<file path="src/rtl/wb_pkg.sv">
`default_nettype none
// ============================================================================
//  Module      : wb_pkg
//  Description : Shared types and helpers for the LEGv8 writeback stage:
//                load-size encoding, zero-register constant, the write
//                request record and the load-data extension function.
//  Revision    : 1.0 - initial release
// ============================================================================
package wb_pkg;

   // Architectural zero register; writes to it are discarded.
   localparam logic [4:0] XZR = 5'd31;

   // Core-wide widths used by the packaged record types.
   localparam int WB_DATA_W = 64;
   localparam int WB_ADDR_W = 5;

   typedef enum logic [1:0] {
      SZ_B = 2'b00,
      SZ_H = 2'b01,
      SZ_W = 2'b10,
      SZ_D = 2'b11
   } mem_size_t;

   typedef struct packed {
      logic                 valid;
      logic [WB_ADDR_W-1:0] rd;
      logic [WB_DATA_W-1:0] data;
   } wb_req_t;

   // Extend LSB-aligned load data to full width; dword passes through
   // regardless of the signed flag.
   function automatic logic [WB_DATA_W-1:0] load_ext(
      input logic [WB_DATA_W-1:0] raw,
      input mem_size_t            size,
      input logic                 sgn
   );
      logic [WB_DATA_W-1:0] r;
      case (size)
         SZ_B:    r = sgn ? {{56{raw[7]}},  raw[7:0]}  : {56'd0, raw[7:0]};
         SZ_H:    r = sgn ? {{48{raw[15]}}, raw[15:0]} : {48'd0, raw[15:0]};
         SZ_W:    r = sgn ? {{32{raw[31]}}, raw[31:0]} : {32'd0, raw[31:0]};
         default: r = raw;
      endcase
      return r;
   endfunction

endpackage
`default_nettype wire

</file>
<file path="src/rtl/wb_late_fifo.sv">
`default_nettype none
// ============================================================================
//  Module      : wb_late_fifo
//  Description : In-order FIFO for late (multi-cycle) results. Each entry
//                carries a valid bit that can be cleared by a matching
//                destination register (WAW kill). Entries targeting XZR are
//                stored already invalid so they drain without a write.
//  Ports       : clk, reset          - clock, sync active-high reset
//                push/push_rd/_data  - enqueue (caller guarantees not full)
//                pop                 - dequeue head (caller guarantees not empty)
//                inv_en/inv_rd       - clear valid on entries with rd==inv_rd
//                head_valid/rd/data  - head entry contents
//                count               - occupied entries
//  Revision    : 1.0 - initial release
// ============================================================================
module wb_late_fifo
   import wb_pkg::*;
#(
   parameter int DEPTH  = 2,
   parameter int DATA_W = 64,
   parameter int ADDR_W = 5,
   parameter int CNT_W  = $clog2(DEPTH + 1)
) (
   input  logic              clk,
   input  logic              reset,
   input  logic              push,
   input  logic [ADDR_W-1:0] push_rd,
   input  logic [DATA_W-1:0] push_data,
   input  logic              pop,
   input  logic              inv_en,
   input  logic [ADDR_W-1:0] inv_rd,
   output logic              head_valid,
   output logic [ADDR_W-1:0] head_rd,
   output logic [DATA_W-1:0] head_data,
   output logic [CNT_W-1:0]  count
);

   localparam int PTR_W = (DEPTH > 1) ? $clog2(DEPTH) : 1;

   logic              r_vld  [DEPTH];
   logic [ADDR_W-1:0] r_rd   [DEPTH];
   logic [DATA_W-1:0] r_data [DEPTH];
   logic [PTR_W-1:0]  r_head;
   logic [PTR_W-1:0]  r_tail;
   logic [CNT_W-1:0]  r_count;

   function automatic logic [PTR_W-1:0] ptr_inc(input logic [PTR_W-1:0] p);
      return (p == PTR_W'(DEPTH - 1)) ? '0 : p + 1'b1;
   endfunction

   always_ff @(posedge clk) begin
      if (reset) begin
         r_head  <= '0;
         r_tail  <= '0;
         r_count <= '0;
         for (int i = 0; i < DEPTH; i++) begin
            r_vld[i] <= 1'b0;
         end
      end else begin
         for (int i = 0; i < DEPTH; i++) begin
            // The slot being written this edge holds a result accepted now,
            // so it is never killed by a same-cycle pipeline write.
            if (push && (r_tail == PTR_W'(i))) begin
               r_vld[i]  <= (push_rd != ADDR_W'(XZR));
               r_rd[i]   <= push_rd;
               r_data[i] <= push_data;
            end else if (inv_en && (r_rd[i] == inv_rd)) begin
               r_vld[i] <= 1'b0;
            end
         end
         if (push) r_tail <= ptr_inc(r_tail);
         if (pop)  r_head <= ptr_inc(r_head);
         case ({push, pop})
            2'b10:   r_count <= r_count + 1'b1;
            2'b01:   r_count <= r_count - 1'b1;
            default: r_count <= r_count;
         endcase
      end
   end

   assign head_valid = r_vld[r_head];
   assign head_rd    = r_rd[r_head];
   assign head_data  = r_data[r_head];
   assign count      = r_count;

endmodule
`default_nettype wire

</file>
<file path="src/rtl/wb_stage.sv">
`default_nettype none
// ============================================================================
//  Module      : wb_stage
//  Description : Writeback stage. Holds the MEM/WB register, extends load
//                data, and arbitrates the register-file write port between
//                in-order pipeline results (always first) and a FIFO of late
//                MUL/DIV results.
//  Ports       : clk, reset                     - clock, sync active-high reset
//                mem_*_i                        - MEM stage results
//                lr_valid_i/lr_ready_o/lr_rd_i/lr_data_i - late result handshake
//                we3/wa3/wd3                    - register-file write port
//                buf_count_o                    - late buffer occupancy
//  Revision    : 1.0 - initial release
// ============================================================================
module wb_stage
   import wb_pkg::*;
#(
   parameter int DATA_W    = 64,
   parameter int ADDR_W    = 5,
   parameter int BUF_DEPTH = 2
) (
   input  logic                           clk,
   input  logic                           reset,
   input  logic                           mem_valid_i,
   input  logic                           mem_regwrite_i,
   input  logic                           mem_memtoreg_i,
   input  logic [ADDR_W-1:0]              mem_rd_i,
   input  logic [DATA_W-1:0]              mem_alu_result_i,
   input  logic [DATA_W-1:0]              mem_read_data_i,
   input  logic [1:0]                     mem_size_i,
   input  logic                           mem_signed_i,
   input  logic                           lr_valid_i,
   output logic                           lr_ready_o,
   input  logic [ADDR_W-1:0]              lr_rd_i,
   input  logic [DATA_W-1:0]              lr_data_i,
   output logic                           we3,
   output logic [ADDR_W-1:0]              wa3,
   output logic [DATA_W-1:0]              wd3,
   output logic [$clog2(BUF_DEPTH+1)-1:0] buf_count_o
);

   localparam int CNT_W = $clog2(BUF_DEPTH + 1);

   // MEM/WB register
   logic              r_pipe_vld;
   logic              r_memtoreg;
   logic [ADDR_W-1:0] r_rd;
   logic [DATA_W-1:0] r_alu;
   logic [DATA_W-1:0] r_rdata;
   logic [1:0]        r_size;
   logic              r_signed;

   // Last driven write address/data, held while no write occurs
   logic [ADDR_W-1:0] r_wa_hold;
   logic [DATA_W-1:0] r_wd_hold;

   logic              w_head_valid;
   logic [ADDR_W-1:0] w_head_rd;
   logic [DATA_W-1:0] w_head_data;
   logic [CNT_W-1:0]  w_count;
   logic              w_push;
   logic              w_pop;
   logic              w_pipe_we;
   wb_req_t           w_sel;

   always_ff @(posedge clk) begin
      if (reset) begin
         r_pipe_vld <= 1'b0;
      end else begin
         r_pipe_vld <= mem_valid_i && mem_regwrite_i && (mem_rd_i != ADDR_W'(XZR));
      end
      r_memtoreg <= mem_memtoreg_i;
      r_rd       <= mem_rd_i;
      r_alu      <= mem_alu_result_i;
      r_rdata    <= mem_read_data_i;
      r_size     <= mem_size_i;
      r_signed   <= mem_signed_i;
   end

   // Pipeline result wins; otherwise the head drains. A killed head still
   // pops, costing a cycle with no write.
   always_comb begin
      w_sel     = '0;
      w_pipe_we = !reset && r_pipe_vld;
      w_pop     = !reset && !r_pipe_vld && (w_count != '0);
      if (w_pipe_we) begin
         w_sel.valid = 1'b1;
         w_sel.rd    = WB_ADDR_W'(r_rd);
         w_sel.data  = r_memtoreg
                       ? load_ext(WB_DATA_W'(r_rdata), mem_size_t'(r_size), r_signed)
                       : WB_DATA_W'(r_alu);
      end else if (w_pop) begin
         w_sel.valid = w_head_valid;
         w_sel.rd    = WB_ADDR_W'(w_head_rd);
         w_sel.data  = WB_DATA_W'(w_head_data);
      end
   end

   // Full buffer never passes a result through, even when popping.
   assign lr_ready_o  = !reset && (w_count < CNT_W'(BUF_DEPTH));
   assign w_push      = lr_valid_i && lr_ready_o;
   assign buf_count_o = reset ? '0 : w_count;

   assign we3 = w_sel.valid;
   assign wa3 = reset ? ADDR_W'(XZR) : (w_sel.valid ? ADDR_W'(w_sel.rd)   : r_wa_hold);
   assign wd3 = reset ? '0           : (w_sel.valid ? DATA_W'(w_sel.data) : r_wd_hold);

   always_ff @(posedge clk) begin
      if (reset) begin
         r_wa_hold <= ADDR_W'(XZR);
         r_wd_hold <= '0;
      end else if (w_sel.valid) begin
         r_wa_hold <= wa3;
         r_wd_hold <= wd3;
      end
   end

   wb_late_fifo #(
      .DEPTH  (BUF_DEPTH),
      .DATA_W (DATA_W),
      .ADDR_W (ADDR_W),
      .CNT_W  (CNT_W)
   ) u_late_fifo (
      .clk        (clk),
      .reset      (reset),
      .push       (w_push),
      .push_rd    (lr_rd_i),
      .push_data  (lr_data_i),
      .pop        (w_pop),
      .inv_en     (w_pipe_we),
      .inv_rd     (r_rd),
      .head_valid (w_head_valid),
      .head_rd    (w_head_rd),
      .head_data  (w_head_data),
      .count      (w_count)
   );

endmodule
`default_nettype wire
</file>
<file path="config.mk">
export PLATFORM = sky130hd
export DESIGN_NAME = wb_stage
export DESIGN_NICKNAME = d
export VERILOG_FILES = /design/src/rtl/wb_pkg.sv /design/src/rtl/wb_late_fifo.sv /design/src/rtl/wb_stage.sv
export SDC_FILE = /design/constraint.sdc
export NUM_CORES = 1
export LEC_CHECK = 0
export ABC_AREA = 1
export BUFFER_PORTS_ARGS = -buffer_cell sky130_fd_sc_hd__buf_4
export CORE_MARGIN = 1
export CORE_UTILIZATION = 50
export CTS_CLUSTER_DIAMETER = 150
export DETAILED_ROUTE_END_ITERATION = 8
export GPL_TIMING_DRIVEN = 0
export HOLD_SLACK_MARGIN = 0.06
export PLACE_DENSITY = 0.74
export SLEW_MARGIN = 10
export SYNTH_ARGS = -nofsm -noshare
export SYNTH_HDL_FRONTEND = slang
export SYNTH_SLANG_ARGS = --single-unit
export TNS_END_PERCENT = 10
</file>
<file path="constraint.sdc">
create_clock -name clk -period 4.2 [get_ports clk]
set_clock_uncertainty 0.2 [all_clocks]
set_input_delay 0.42 -clock clk [delete_from_list [all_inputs] [get_ports clk]]
set_output_delay 0.42 -clock clk [all_outputs]
set_load 0.02 [all_outputs]
</file>
# [After elaboration in Yosys (flattened, before gate mapping)]
# Memories as Yosys holds them, arrays and structs flattened. A register that Yosys moved wholly into a read port is not among the register bits.
# Index checks and enable logic that the tools add are counted.
[word_totals] register_bits=211 out_inout_bits=73 ramBits=140 latch_bits=0 elab_cells=98 mem_count=3 romBits=0
[mem_list] memory="u_late_fifo.r_data" words=2 word_bits=64 rd=1 rd_clocked_by_memory_dff=1 wr=1 line_no="wb_late_fifo.sv:42" text="logic [DATA_W-1:0] r_data [DEPTH];"
[mem_list] memory="u_late_fifo.r_rd" words=2 word_bits=5 rd=3 rd_clocked_by_memory_dff=1 wr=1 line_no="wb_late_fifo.sv:41" text="logic [ADDR_W-1:0] r_rd [DEPTH];"
[mem_list] memory="u_late_fifo.r_vld" words=2 word_bits=1 rd=1 rd_clocked_by_memory_dff=1 wr=2 line_no="wb_late_fifo.sv:40" text="logic r_vld [DEPTH];"
[op_classes] div_mod_pow=0 order_cmp=1 shift=0 add_sub_neg=4 bitwise=5 n_mul=0 reduce_logical=18 n_eq_ne=8 muxes=47
[op_table] op="two-way mux 64 bit" count=7
[op_table] op="one-hot mux 64 bit (3 select lines)" count=1
[op_table] op="two-way mux 70 bit" count=2
[op_table] op="OR reduction 64 bit" count=1
[op_table] op="two-way mux 1 bit" count=32
[op_table] op="two-way mux 5 bit" count=3
[op_table] op="logical AND 1 bit" count=11
[op_table] op="== test 5 bit" count=2
[op_table] op="inequality test 5 bit (second input constant)" count=2
[op_table] op="OR reduction 5 bit" count=1
[op_table] op="== test 2 x 1 -> 1 bit (second input constant)" count=2
[op_table] op="== test 2 bit (second input constant)" count=2
[op_table] op="OR 1 bit" count=4
[op_table] op="one-hot mux 2 bit (2 select lines)" count=1
[op_table] op="nonzero test 2 bit" count=2
[op_table] op="adder 1 bit (second input constant)" count=2
[op_table] op="adder 2 x 1 -> 2 bit (second input constant)" count=1
[op_table] op="logical NOT 1 bit" count=2
[op_table] op="logical NOT 2 bit" count=1
[op_table] op="< comparator 2 bit (second input constant)" count=1
[op_table] op="two-way mux 2 bit" count=1
[op_table] op="subtractor 2 x 1 -> 2 bit (second input constant)" count=1
[op_table] op="NOT 1 bit" count=1

# [Longest topological paths before layout]
# Gate-level depths: netlist of the first run.
[depth] word_depth=9 ltp_mapped=11 depth_no_buf=9

# [Hierarchy]
# Synthesis of the first run repeated with hierarchy kept, for this count alone.
[unflattened] hier_cells=1286 hier_area_um2=13087.6
[by_module_without_submodules] mod="wb_stage" area_per_inst_um2=7539.7 seq_area_each_um2=4144.0 cells_per_inst=975 n_inst=1
[by_module_without_submodules] mod="wb_late_fifo" area_per_inst_um2=5547.8 seq_area_each_um2=4294.1 cells_per_inst=311 n_inst=1

# [Worst setup path before layout of the first run]
# Ideal clock, no wire load.
[synth_timing] path_type="in2reg" from="in reset" to="mem u_late_fifo.r_data[0][0], enable pin" required_ps=3577 cell_stages=4 slack_ps=1152 t_arrival_ps=2426 setup_time_ps=423 path_cell_list="buf_4 -> nor3b_1 -> nand2_1 -> inv_1"
[synth_via] elab_chain_cells=9
[synth_lines] item="start: declaration" line_no="wb_stage.sv:23" text="input logic reset,"
[synth_lines] item="logical NOT 1 bit" line_no="wb_stage.sv:100" text="assign lr_ready_o = !reset && (w_count < CNT_W'(BUF_DEPTH));"
[synth_lines] item="logical AND 1 bit" line_no="wb_stage.sv:100"
[synth_lines] item="logical AND 1 bit" line_no="wb_stage.sv:101" text="assign w_push = lr_valid_i && lr_ready_o;"
[synth_lines] item="logical AND 1 bit" line_no="wb_late_fifo.sv:63" text="if (push && (r_tail == PTR_W'(i))) begin"
[synth_lines] item="two-way mux 1 bit" line_no="wb_late_fifo.sv:63"
[synth_lines] item="two-way mux 1 bit" line_no="wb_late_fifo.sv:52" text="if (reset) begin"
[synth_lines] item="two-way mux 1 bit (not written as such)" line_no="wb_late_fifo.sv:66" text="r_data[i] <= push_data;"
[synth_lines] item="OR reduction 64 bit (no line)"
[synth_lines] item="two-way mux 1 bit (no line)"
[synth_lines] item="end: declaration" line_no="wb_late_fifo.sv:42"
# Parallel ways exist; a longest one is shown, timed or not.

# [Worst setup path after layout of the first run]
[layout_timing] from="in reset" to="out wd3[7]"
[layout_via] elab_chain_cells=7
[layout_lines] item="logical NOT 1 bit" line_no="wb_stage.sv:84, wb_stage.sv:85"
[layout_lines] item="logical AND 1 bit (2 in series)" line_no="wb_stage.sv:85" text="w_pop = !reset && !r_pipe_vld && (w_count != '0);"
[layout_lines] item="two-way mux 70 bit" line_no="wb_stage.sv:92" text="end else if (w_pop) begin"
[layout_lines] item="two-way mux 70 bit" line_no="wb_stage.sv:86" text="if (w_pipe_we) begin"
[layout_lines] item="two-way mux 64 bit" line_no="wb_stage.sv:106" text="assign wd3 = reset ? '0 : (w_sel.valid ? DATA_W'(w_sel.data) : r_wd_hold);"
[layout_lines] item="two-way mux 64 bit *" line_no="wb_stage.sv:106"
[layout_lines] item="end: declaration" line_no="wb_stage.sv:38" text="output logic [DATA_W-1:0] wd3,"
# Every way passes the cells marked *; elsewhere a longest branch is shown, timed or not.

==> results of run 1 <==
per-layer routing:
metal	GRT usage	vias up	share of wire
li1	-	5644	-
met4	0.153	0	0.046
met2	0.523	612	0.48
met1	0.402	5566	0.40
met5	0	-	0
met3	0.0485	149	0.074
metrics by stage:
step | power (mW) | setup TNS (ns) | setup slack [ns] | utilization | area, µm²
finish | 9.04 | 0 | 0.731 | 0.755 | 19100
global placement | 5.12 | -12.53 | -0.149 | 0.613 | 15500
floorplan | 4.61 | 0 | 1.15 | - | 13000
CTS | 9.00 | 0 | 0.837 | 0.754 | 19100
detailed placement | 5.15 | 0 | 1.43 | 0.615 | 15600
global route | 9.34 | 0 | 0.678 | 0.755 | 19100
worst min-delay path by stage:
stage	to	slack, ns
final	u_late_fifo.r_vld[0]	0.26
after CTS	u_late_fifo.r_vld[0]	0.25
after global placement	r_wa_hold[3]	0.24
after detailed placement	r_wa_hold[3]	0.26
after floorplan	r_wa_hold[1]	0.23
after global routing	u_late_fifo.r_vld[0]	0.28
synth_stat cells:
master and count:
inv_1 68, o21ai_1 21, nor2_1 130, o221ai_1 1
xor2_1 1, buf_1 5, nand2_1 449, buf_2 33
inv_2 7, mux2i_1 1, a21oi_1 136, nor3_1 1
o21ai_0 62, ha_1 1, o211ai_1 4, a21o_1 1
nor2_2 1, a31oi_1 3, dfxtp_1 213, nand2_2 3
clkbuf_1 24, o21bai_1 2, buf_6 4, buf_4 14
o2111ai_1 6, nand3_1 56, nor3b_1 1, edfxtp_1 139
and3_1 1, nand3b_1 1, o22ai_1 2, nor2_4 2
nand2_4 1, nand4_1 1, xnor2_1 3
registers in the layout (all words and copies together) (netlist names), named ones only:
name,cells
r_signed,1
r_size,2
r_memtoreg,1
u_late_fifo.r_data,128
r_wd_hold,64
u_late_fifo.r_vld,2
r_rd,5
r_alu,64
u_late_fifo.r_tail,1
u_late_fifo.r_rd,10
r_rdata,64
u_late_fifo.r_head,1
r_wa_hold,5
u_late_fifo.count,2
r_pipe_vld,1
kinds of logic (layout without fill, tap and decap cells):
logic type,count (synthesis),after routing,synth area share
and+or+nand+nor,647,647,0.196
DFF,352,352,0.650
AOI/OAI and AO/OA,238,238,0.0956
buffers and inverters,155,718,0.0543
xor gates and xnor gates,4,4,0.00270
adders and majority gates,1,1,0.000963
muxes,1,1,0.000771
other,0,3,0
cells in the final DEF, fill, tap and decap left out, drive strengths merged, types with 2 or more instances in the layout:
cell,Yosys,routed
nand3,56,56
o22ai,2,2
clkinv,0,8
o2111ai,6,6
bufinv,0,8
a21oi,136,136
nor2,133,133
xnor2,3,3
o211ai,4,4
nand2,453,453
a31oi,3,3
inv,75,78
clkbuf,24,74
o21bai,2,2
diode,0,3
o21ai,83,83
edfxtp,139,139
dfxtp,213,213
buf,56,341
dlygate4sd3,0,209
tightest hold or removal path: stages:
cell     delay (ns)
buf_4          0.11
nor3b_1        0.18
nand2_1        0.08
nor2_1         0.04
power by group:
part	internal, mW	switching, mW	total (mW)	leakage [nW]
Sequential	3.76	0.0657	3.82	3.05
Clock	2.37	1.39	3.76	0.704
Combinational	0.587	0.872	1.46	5.04
Total	6.71	2.33	9.04	8.80
repair_timing:
item                                   4_1_cts  5_1_grt
gates resized for setup                      0        0
setup buffers                                0        0
hold buffers                               209        0
endpoints found under the hold margin      277        0
final cells by class:
cell class / count / share of cell area
clock buffers: 50 / 0.0581
diodes: 3 / 0.000393
clock inverters: 19 / 0.0166
inverters: 75 / 0.0150
flip-flops and latches: 352 / 0.442
well taps: 330 / 0.0216
multi-input cells: 891 / 0.201
plain buffers: 80 / 0.0222
repair buffers: 494 / 0.224
==> summary.txt, run 1 <==
Place
  – PortBufs: 283
  – GPL Wtd Cong: 0.885
  – Placed cell count: 2013
  – DP HPWL: 26700 µm

Die
  – Row count: 58
  – Initial core utilization: 0.513
  – Die width: about 160 µm
  – Num ports: 284
  – Die ar.: 0.0266 mm²
  – Die height: 163 µm
  – Core area: approximately 0.025 mm²

Clock network
  – Total CTS buffers: 38
  – H-tree depth: 2
  – CTS Sinks: 352
  – CTS max path bufs: 3
  – Worst-path clk slew: ~0.06 ns
  – CTS tree: built
  – Clock Latency Late Sink: 0.54 ns
  – Clk root buf: clkbuf_16

Critical path
  – Worst path top cell family by delay: buffers and inverters
  – CP endpoint kind: primary output
  – Setup slack, reg-to-reg: about 1.7 ns
  – Worst Setup EP: wd3[7]
  – CP required: 3.58 ns
  – CP Class: input pin to primary output
  – Crit path max-delay cell type: dlygate4sd3_1
  – WP data arrival: 2.85 ns
  – Type of origin of the critical path: input pin
  – CP max FO: 10
  – Critical path depth in cells: 13
  – CP Buf/Inv Count: 7
  – Most frequent CP cell: buf_4
  – FF-to-FF Start: u_late_fifo.count[1]
  – Worst path cell trace: dlygate4sd3_1, buf_4, buf_4, nor2_4, inv_2, buf_6, buf_6, a21oi_1, o21ai_1, nand2_1, nor2_1, nor2_1, buf_4
  – Worst Reg-to-Reg Cells: 4
  – Crit path largest cell delay: roughly 0.56 ns
  – Reg-to-Reg End: u_late_fifo.r_data[0][54]
  – Origin of the worst setup path: reset

Route
  – DRT iter0 DRCs: 963
  – Drt first pass iters: 7
  – Routed WL per cell: 18.5 µm
  – DRC: 0
  – Total wire length: 42500 µm
  – Via-per-instance ratio: 5.22
  – Vias: between 10000 and 15000
  – Final ANT Viol Nets: 0

Logic synthesis
  – Syn avg cell area: ~9.3 µm²
  – Yosys warns: 0
  – Synthesized instance count: roughly 1400
  – Seq/Total Area, Yosys: 0.650
  – Net count after synthesis: 1610
  – Post-synthesis sequential element count: 352
  – Post-Syn Area: roughly 0.013 mm²
  – Top area cells in the synthesized netlist: dfxtp_1 (33%), edfxtp_1 (32%), nand2_1 (13%)
  – Yosys top cell by area: dfxtp_1
  – Synth cell types: 35
  – Top-area cell type share of the netlist area: 0.328

Global routing
  – Global Route Usage Sum: 0.315
  – First-pass GRT wire length: 64000 µm
  – Largest net degree at the start of global routing: between 50 and 60
  – Vias in the first global route: 12110
  – Initial antenna violation count: 3
  – Overflow after GRT: 0

Job
  – Max cap viols: 0

Run status
  – Status: complete, no violations

Hold path
  – Worst hold path class: input pin to flip-flop
  – HP Start: lr_valid_i
  – WHS Path Cells: 4

STA
  – Final hold vios: 0
  – Final worst path period need: around 3.5 ns
  – Hold Slack: 0.258 ns
  – Slew Limit Headroom: 0.494
  – RSZ-0062 raised after global routing: false
  – Achievable Freq: 0.288 GHz
  – Worst-Margin Slew: 0.760 ns
  – Period utilization: 0.826
  – Max-slew violations: 0
  – Setup violations, final: 0

Power
  – Maximum VDD drop: ~0.0004 V
  – PwrDens: between 400 and 500 mW/mm²
  – Leakage: 8.80 nW

Final layout
  – Fillers: 1614
  – Share of cells above drive strength 1: 0.212
  – Nets: 2144
  – Area Overhead vs Synth: 47.2%
  – Reg area: 0.00844 mm²
  – Area taken by multi-input logic gates: around 0.0038 mm²
  – Post-route insts no fill: 2294
Note: power is estimated with default switching activity, not from simulation.
==> inputs of run 2 (changes only) <==
==> constraint.sdc (replaced) <==
create_clock -name clk -period 3.25 [get_ports clk]
set_clock_uncertainty 0.2 [all_clocks]
set_input_delay 0.325 -clock clk [delete_from_list [all_inputs] [get_ports clk]]
set_output_delay 0.325 -clock clk [all_outputs]
set_load 0.02 [all_outputs]
==> summary.txt, run 2 (same netlist as run 1, synthesis figures left out) <==
Run status
  – Status: complete, no violations

Route
  – Drt first pass iters: 8 (+1)
  – DRT iter0 DRCs: 999 (+3.7%)
  – Via-per-instance ratio: 5.21 (about the same)
  – Final ANT Viol Nets: 0 (unchanged)
  – Total wire length: 42500 µm (about the same)
  – Routed WL per cell: 18.5 µm (about the same)
  – Vias: 11961 (-0.084%)
  – DRC: 0 (unchanged)

Clock network
  – CTS Sinks: 352 (unchanged)
  – CTS max path bufs: 3 (unchanged)
  – CTS tree: built
  – Clk root buf: clkbuf_16
  – H-tree depth: 2 (unchanged)
  – Clock Latency Late Sink: 0.53 ns (about the same)
  – Total CTS buffers: 38 (unchanged)
  – Worst-path clk slew: 0.06 ns (about the same)

STA
  – Period utilization: 0.983
  – Achievable Freq: 0.313 GHz
  – Slew Limit Headroom: 0.490 (-0.00329)
  – Max-slew violations: 0 (unchanged)
  – Final worst setup slack: 0.0566 ns (-0.674 ns)
  – Worst-Margin Slew: 0.765 ns (+0.00494 ns)
  – Hold Slack: 0.168 ns (-0.0902 ns)
  – Setup violations, final: 0 (unchanged)
  – RSZ-0062 raised after global routing: false
  – Setup TNS: 0 ns (unchanged)
  – Final hold vios: 0 (unchanged)
  – Final worst path period need: approximately 3.2 ns

Critical path
  – Worst Reg-to-Reg Cells: 4 (unchanged)
  – WP data arrival: 2.67 ns (-0.18 ns)
  – CP max FO: 10 (unchanged)
  – Type of origin of the critical path: input pin
  – CP endpoint kind: primary output
  – Origin of the worst setup path: reset
  – Setup slack, reg-to-reg: 0.78 ns (-0.96 ns)
  – CP Class: input pin to primary output
  – FF-to-FF Start: u_late_fifo.count[1]
  – Reg-to-Reg End: u_late_fifo.r_data[0][54]
  – CP required: 2.72 ns (-0.86 ns)

Die
  – Initial core utilization: 0.513 (unchanged)
  – Die height: 163 µm (unchanged)
  – Row count: 58 (unchanged)
  – Die width: 163 µm (unchanged)
  – Core area: 0.0253 mm² (unchanged)
  – Num ports: 284 (unchanged)
  – Die ar.: 0.0266 mm² (unchanged)

Power
  – Final Power: 11.7 mW (+29%)
  – PwrDens: 611 mW/mm² (+29%)
  – Leakage: 8.79 nW (about the same)
  – Maximum VDD drop: 0.000523 V (+29%)

Final layout
  – Share of cells above drive strength 1: 0.212 (+0.000510)
  – Commonest non-fill, non-tap cell in the layout: nand2_1
  – Fillers: 1613 (-0.062%)
  – Area Overhead vs Synth: 47.2% (about the same)
  – Flip-flop count of the largest register after layout: 128 (unchanged)
  – Nets: 2144 (unchanged)
  – Top reg by flops: u_late_fifo.r_data
  – Most frequent cells in the layout: nand2_1 (449), buf_4 (297), dfxtp_1 (213), dlygate4sd3_1 (209), edfxtp_1 (139)
  – Post-layout util: 0.755 (about the same)

Global routing
  – Vias in the first global route: 12110 (unchanged)
  – Overflow after GRT: 0 (unchanged)
  – First-pass GRT wire length: 64000 µm (unchanged)
  – Initial antenna violation count: 3 (unchanged)
  – Global Route Usage Sum: 0.315 (unchanged)
  – Largest net degree at the start of global routing: 51 (unchanged)

Job
  – Max cap viols: 0 (unchanged)

Hold path
  – Hold Crit Endpoint: u_late_fifo.r_vld[0]
  – Worst hold path class: input pin to flip-flop
  – WHS Path Cells: 4 (unchanged)
  – HP Start: lr_valid_i

Place
  – GPL Wtd Cong: 0.885 (unchanged)
  – DP HPWL: 26700 µm (unchanged)
  – PortBufs: 283 (unchanged)
  – Place WS: 0.570 ns (-0.855 ns)
-- run 2: cell counts in the layout (fill, tap and decap cells not counted) --
No cell type changed its count.
-- run 2: what timing repair did --
action	4_1_cts	5_1_grt
gates resized for setup	0	1
setup buffers	0	0
setup endpoints to repair	0	1
hold endpoints to repair	281	0
hold buffers	209	0
-- run 2: report_power, final --
group	leakage, nW	total, mW	switching, mW	internal [mW]
Sequential	3.05	4.94	0.0847	4.86
Clock	0.704	4.85	1.79	3.06
Combinational	5.04	1.89	1.13	0.758
Total	8.79	11.7	3.00	8.67
-- run 2: final cells by class --
type                            instances  area (µm²)  area share
Antenna cell                            3        7.51    0.000393
Multi-Input combinational cell        891        3850       0.201
Sequential cell                       352        8440       0.441
Timing Repair Buffer                  494        4270       0.223
Tap cell                              330         413      0.0216
Clock buffer                           50        1110      0.0581
Clock inverter                         19         318      0.0166
Inverter                               75         287      0.0150
Buffer                                 80         424      0.0222
-- run 2: how the worst max path moves through the flow --
stage                                endpoint  slack, ns  depth (start not counted)
floorplan            u_late_fifo.r_data[0][0]       0.30                          4
CTS                                    wd3[7]       0.08                         13
global placement    u_late_fifo.r_data[0][26]      -1.00                          5
detailed placement  u_late_fifo.r_data[0][59]       0.57                          6
finish                                 wd3[7]       0.06                         13
global route                           wd3[7]      0.007                         13
-- run 2: metal layers --
metal | GRT usage | share of wire | routed length, µm | up-vias
met5 | 0 | 0 | 0 | -
met3 | 0.0485 | 0.075 | 3180 | 143
met2 | 0.523 | 0.48 | 20400 | 607
met4 | 0.153 | 0.045 | 1900 | 0
met1 | 0.402 | 0.40 | 17000 | 5567
li1 | - | - | - | 5644
-- run 2: worst max-delay path, stage by stage --
cell and delay, ns:
dlygate4sd3_1 0.56, buf_4 0.15, buf_4 0.18, nor2_4 0.23, inv_2 0.07, buf_6 0.15
buf_6 0.15, a21oi_1 0.25, o21ai_1 0.11, nand2_1 0.08, nor2_1 0.05, nor2_2 0.17
buf_4 0.18
-- run 2: through the flow --
stage / area [µm²] / instances
final: 19100 / 2294
after global routing: 19100 / 2293
after CTS: 19100 / 2291
after global placement: 15500 / 2011
after detailed placement: 15600 / 2013
after floorplan: 13000 / 1398
==> inputs of run 3 (changes only) <==
--- a/config.mk
+++ b/config.mk
@@ -6,6 +6,7 @@
 export NUM_CORES = 1
 export LEC_CHECK = 0
 export ABC_AREA = 1
+export ABC_CLOCK_PERIOD_IN_PS = 3250
 export BUFFER_PORTS_ARGS = -buffer_cell sky130_fd_sc_hd__buf_4
 export CORE_MARGIN = 1
 export CORE_UTILIZATION = 50
@@ -17,5 +18,6 @@
 export SLEW_MARGIN = 10
 export SYNTH_ARGS = -nofsm -noshare
 export SYNTH_HDL_FRONTEND = slang
+export SYNTH_HIERARCHICAL = 1
 export SYNTH_SLANG_ARGS = --single-unit
 export TNS_END_PERCENT = 10
==> summary.txt, run 3 <==
Power
  – Maximum VDD drop: 0.000507 V (-3.1%)
  – Leakage: 8.39 nW (-4.6%)
  – PwrDens: 580 mW/mm² (-5.0%)
  – Final Power: 11.1 mW (-5.2%)

Logic synthesis
  – Largest family of logic cells by synthesized area: simple AND/OR/NAND/NOR gates
  – Seq/Total Area, Yosys: 0.645 (-0.00497)
  – Top-area cell type share of the netlist area: 0.326 (-0.00251)
  – Top area cells in the synthesized netlist: dfxtp_1 (33%), edfxtp_1 (32%), nand2_1 (9.1%)
  – Share of synthesized registers carrying an async set or reset: 0 (unchanged)
  – Yosys warns: 6 (+6)
  – Adder-cell share of the synthesized area: 0.000956 (-0.00000737)
  – Compound-Gate Fraction of Synth Area: 0.0826 (-0.0130)
  – Synthesized instance count: 1286 (-8.0%)
  – Number of synthesized flops with an enable pin: 139 (unchanged)
  – Synth cell types: 37 (+5.7%)
  – Syn avg cell area: 10.2 µm² (+9.5%)
  – Primary FF master, synth: dfxtp_1
  – Post-Synth Simple-Gate Area: 0.165 (-0.0312)
  – Post-synthesis sequential element count: 352 (unchanged)
  – Net count after synthesis: 1498 (-7.0%)
  – Post-synth top cells: nand2_1 (319), dfxtp_1 (213), nor2_1 (149)
  – Proportion of synthesized area in mux cells: 0.0559 (+0.0552)
  – Top-count cell post-synth: nand2_1
  – Post-Syn Area: 0.0131 mm² (+0.77%)
  – Post-Synth XOR/XNOR Area: 0.00201 (-0.000690)
  – Yosys top cell by area: dfxtp_1

Hold path
  – HP Start: lr_valid_i
  – Worst hold path class: input pin to flip-flop

Place
  – PortBufs: 282 (-0.35%)
  – GPL Wtd Cong: 0.890 (+0.52%)
  – DP HPWL: 25900 µm (-2.7%)

Die
  – Num ports: 284 (unchanged)
  – Row count: 58 (unchanged)
  – Core area: 0.0254 mm² (+0.29%)
  – Initial core utilization: 0.515 (+0.00248)
  – Die height: 164 µm (+0.38%)
  – Die width: 164 µm (+0.38%)
  – Die ar.: 0.0268 mm² (+0.76%)

Critical path
  – CP endpoint kind: primary output
  – Type of origin of the critical path: flip-flop
  – CP max FO: 10 (unchanged)
  – CP required: 2.72 ns (about the same)
  – WP data arrival: 2.60 ns (-0.07 ns)
  – CP Class: flip-flop to primary output
  – FF-to-FF Start: u_late_fifo/count[1]

Final layout
  – Area Overhead vs Synth: 45.8%
  – Flip-flop count of the largest register after layout: 128 (unchanged)
  – Top reg by flops: u_late_fifo/r_data
  – Post-layout util: 0.751 (-0.00339)
  – Most frequent cells in the layout: nand2_1 (319), buf_4 (288), dfxtp_1 (213), dlygate4sd3_1 (209), nor2_1 (145)
  – Share of cells above drive strength 1: 0.241 (+0.0284)
  – Nets: 2034 (-5.1%)
  – Commonest non-fill, non-tap cell in the layout: nand2_1
  – Fillers: 1624 (+0.68%)

Route
  – DRT iter0 DRCs: 1143 (+14%)
  – Drt first pass iters: 6 (-2)
  – Routed WL per cell: 18.9 µm (+2.0%)
  – Vias: 11461 (-4.2%)
  – Total wire length: 41300 µm (-2.9%)
  – Final ANT Viol Nets: 0 (unchanged)
  – DRC: 0 (unchanged)
  – Via-per-instance ratio: 5.25 (+0.65%)

Run status
  – Status: complete, no violations

STA
  – Achievable Freq: 0.320 GHz (+2.2%)
  – Max-slew violations: 0 (unchanged)
  – Final hold vios: 0 (unchanged)
  – Period utilization: 0.961 (-0.0214)
  – Worst-Margin Slew: 0.681 ns (-0.0839 ns)
  – Slew Limit Headroom: 0.546 (+0.0559)
  – RSZ-0062 raised after global routing: true
  – Final worst path period need: 3.12 ns (-0.0697 ns)
  – Setup TNS: 0 ns (unchanged)
  – Setup violations, final: 0 (unchanged)

Global routing
  – Overflow after GRT: 0 (unchanged)
  – Vias in the first global route: 11858 (-2.1%)
  – Largest net degree at the start of global routing: 27 (-47%)
  – First-pass GRT wire length: 62000 µm (-3.1%)
  – Initial antenna violation count: 4 (+1)
  – Global Route Usage Sum: 0.305 (-0.0107)

Clock network
  – H-tree depth: 2 (unchanged)
  – CTS max path bufs: 3 (unchanged)
  – Clk root buf: clkbuf_16
  – CTS Sinks: 352 (unchanged)
  – Worst-path clk slew: 0.06 ns (about the same)
  – CTS tree: built
  – Clock Latency Late Sink: 0.51 ns (-0.02 ns)
  – Total CTS buffers: 37 (-2.6%)

Job
  – Max cap viols: 0 (unchanged)
run 3: changes by cell type after synthesis, sizes merged, moves of 6 or more:
cell,change
a21oi,-24
mux2,+65
nand2,-128
a31oi,+18
nand3,-14
nor2,+22
inv,-17
o2111ai,-6
o21ai,-19
run 3: kinds of logic after synthesis:
logic type	count (synthesis)
AND/OR/NAND/NOR	530
flip-flops	352
AO/OA/AOI/OAI	205
buffers and inverters	130
multiplexers	65
XOR/XNOR	3
adder cells (fa/ha/maj)	1
run 3: final timing paths:
check                           cells after the start  slack, ns                   end
worst min-delay path                                4        0.1    u_late_fifo/r_tail
worst max-delay path                               11       0.13               wd3[17]
worst max register to register                      9       0.83  u_late_fifo/r_vld[0]
worst min register to register                      2       0.28          r_wa_hold[3]
run 3: through the flow:
step	hold slack (ns)	area [µm²]	setup WS, ns	instances
after floorplan	0.153	13100	0.297	1286
after global placement	0.230	15600	-0.674	1898
after detailed placement	0.230	15800	0.378	1904
after CTS	0.0674	19100	0.0253	2180
after global routing	0.122	19100	-0.0122	2184
final	0.0982	19100	0.126	2184
run 3: cell type report:
cell class              count  area [µm²]  share of cell area
clock inverters            14         149             0.00780
multi-input cells         804        4030               0.211
clock buffers              53        1050              0.0549
diodes                      4        10.0            0.000525
repair buffers            497        4340               0.228
inverters                  58         218              0.0114
plain buffers              72         437              0.0229
well taps                 330         413              0.0216
flip-flops and latches    352        8440               0.442
run 3: repair_timing:
action                     in CTS  in global routing
gates resized for setup         2                  4
hold endpoints to repair      302                  0
setup buffers                   0                  0
setup endpoints to repair       6                  8
cloned                          0                  0
hold buffers                  209                  0
run 3: worst max-delay path, stage by stage (launching register included):
cell     delay [ns]
dfxtp_1        0.37
buf_8          0.20
mux2_2         0.38
nand3_4        0.16
nand2_4        0.10
inv_2          0.14
buf_4          0.20
nand2_1        0.06
nand2_1        0.07
nor2_1         0.06
nor2_2         0.16
buf_4          0.18
run 3: metal layers:
| metal | track usage | vias to the layer above | wire, µm |
|---|---|---|---|
| met1 | 0.356 | 5377 | 15600 |
| met5 | 0 | - | 0 |
| met3 | 0.0533 | 118 | 3270 |
| met4 | 0.129 | 0 | 1530 |
| li1 | - | 5352 | - |
| met2 | 0.548 | 614 | 20800 |
run 3: where the power goes:
part	switching (mW)	internal, mW
clock	1.72	2.49
combinational	1.06	0.878
sequential	0.0860	4.84
total	2.87	8.21
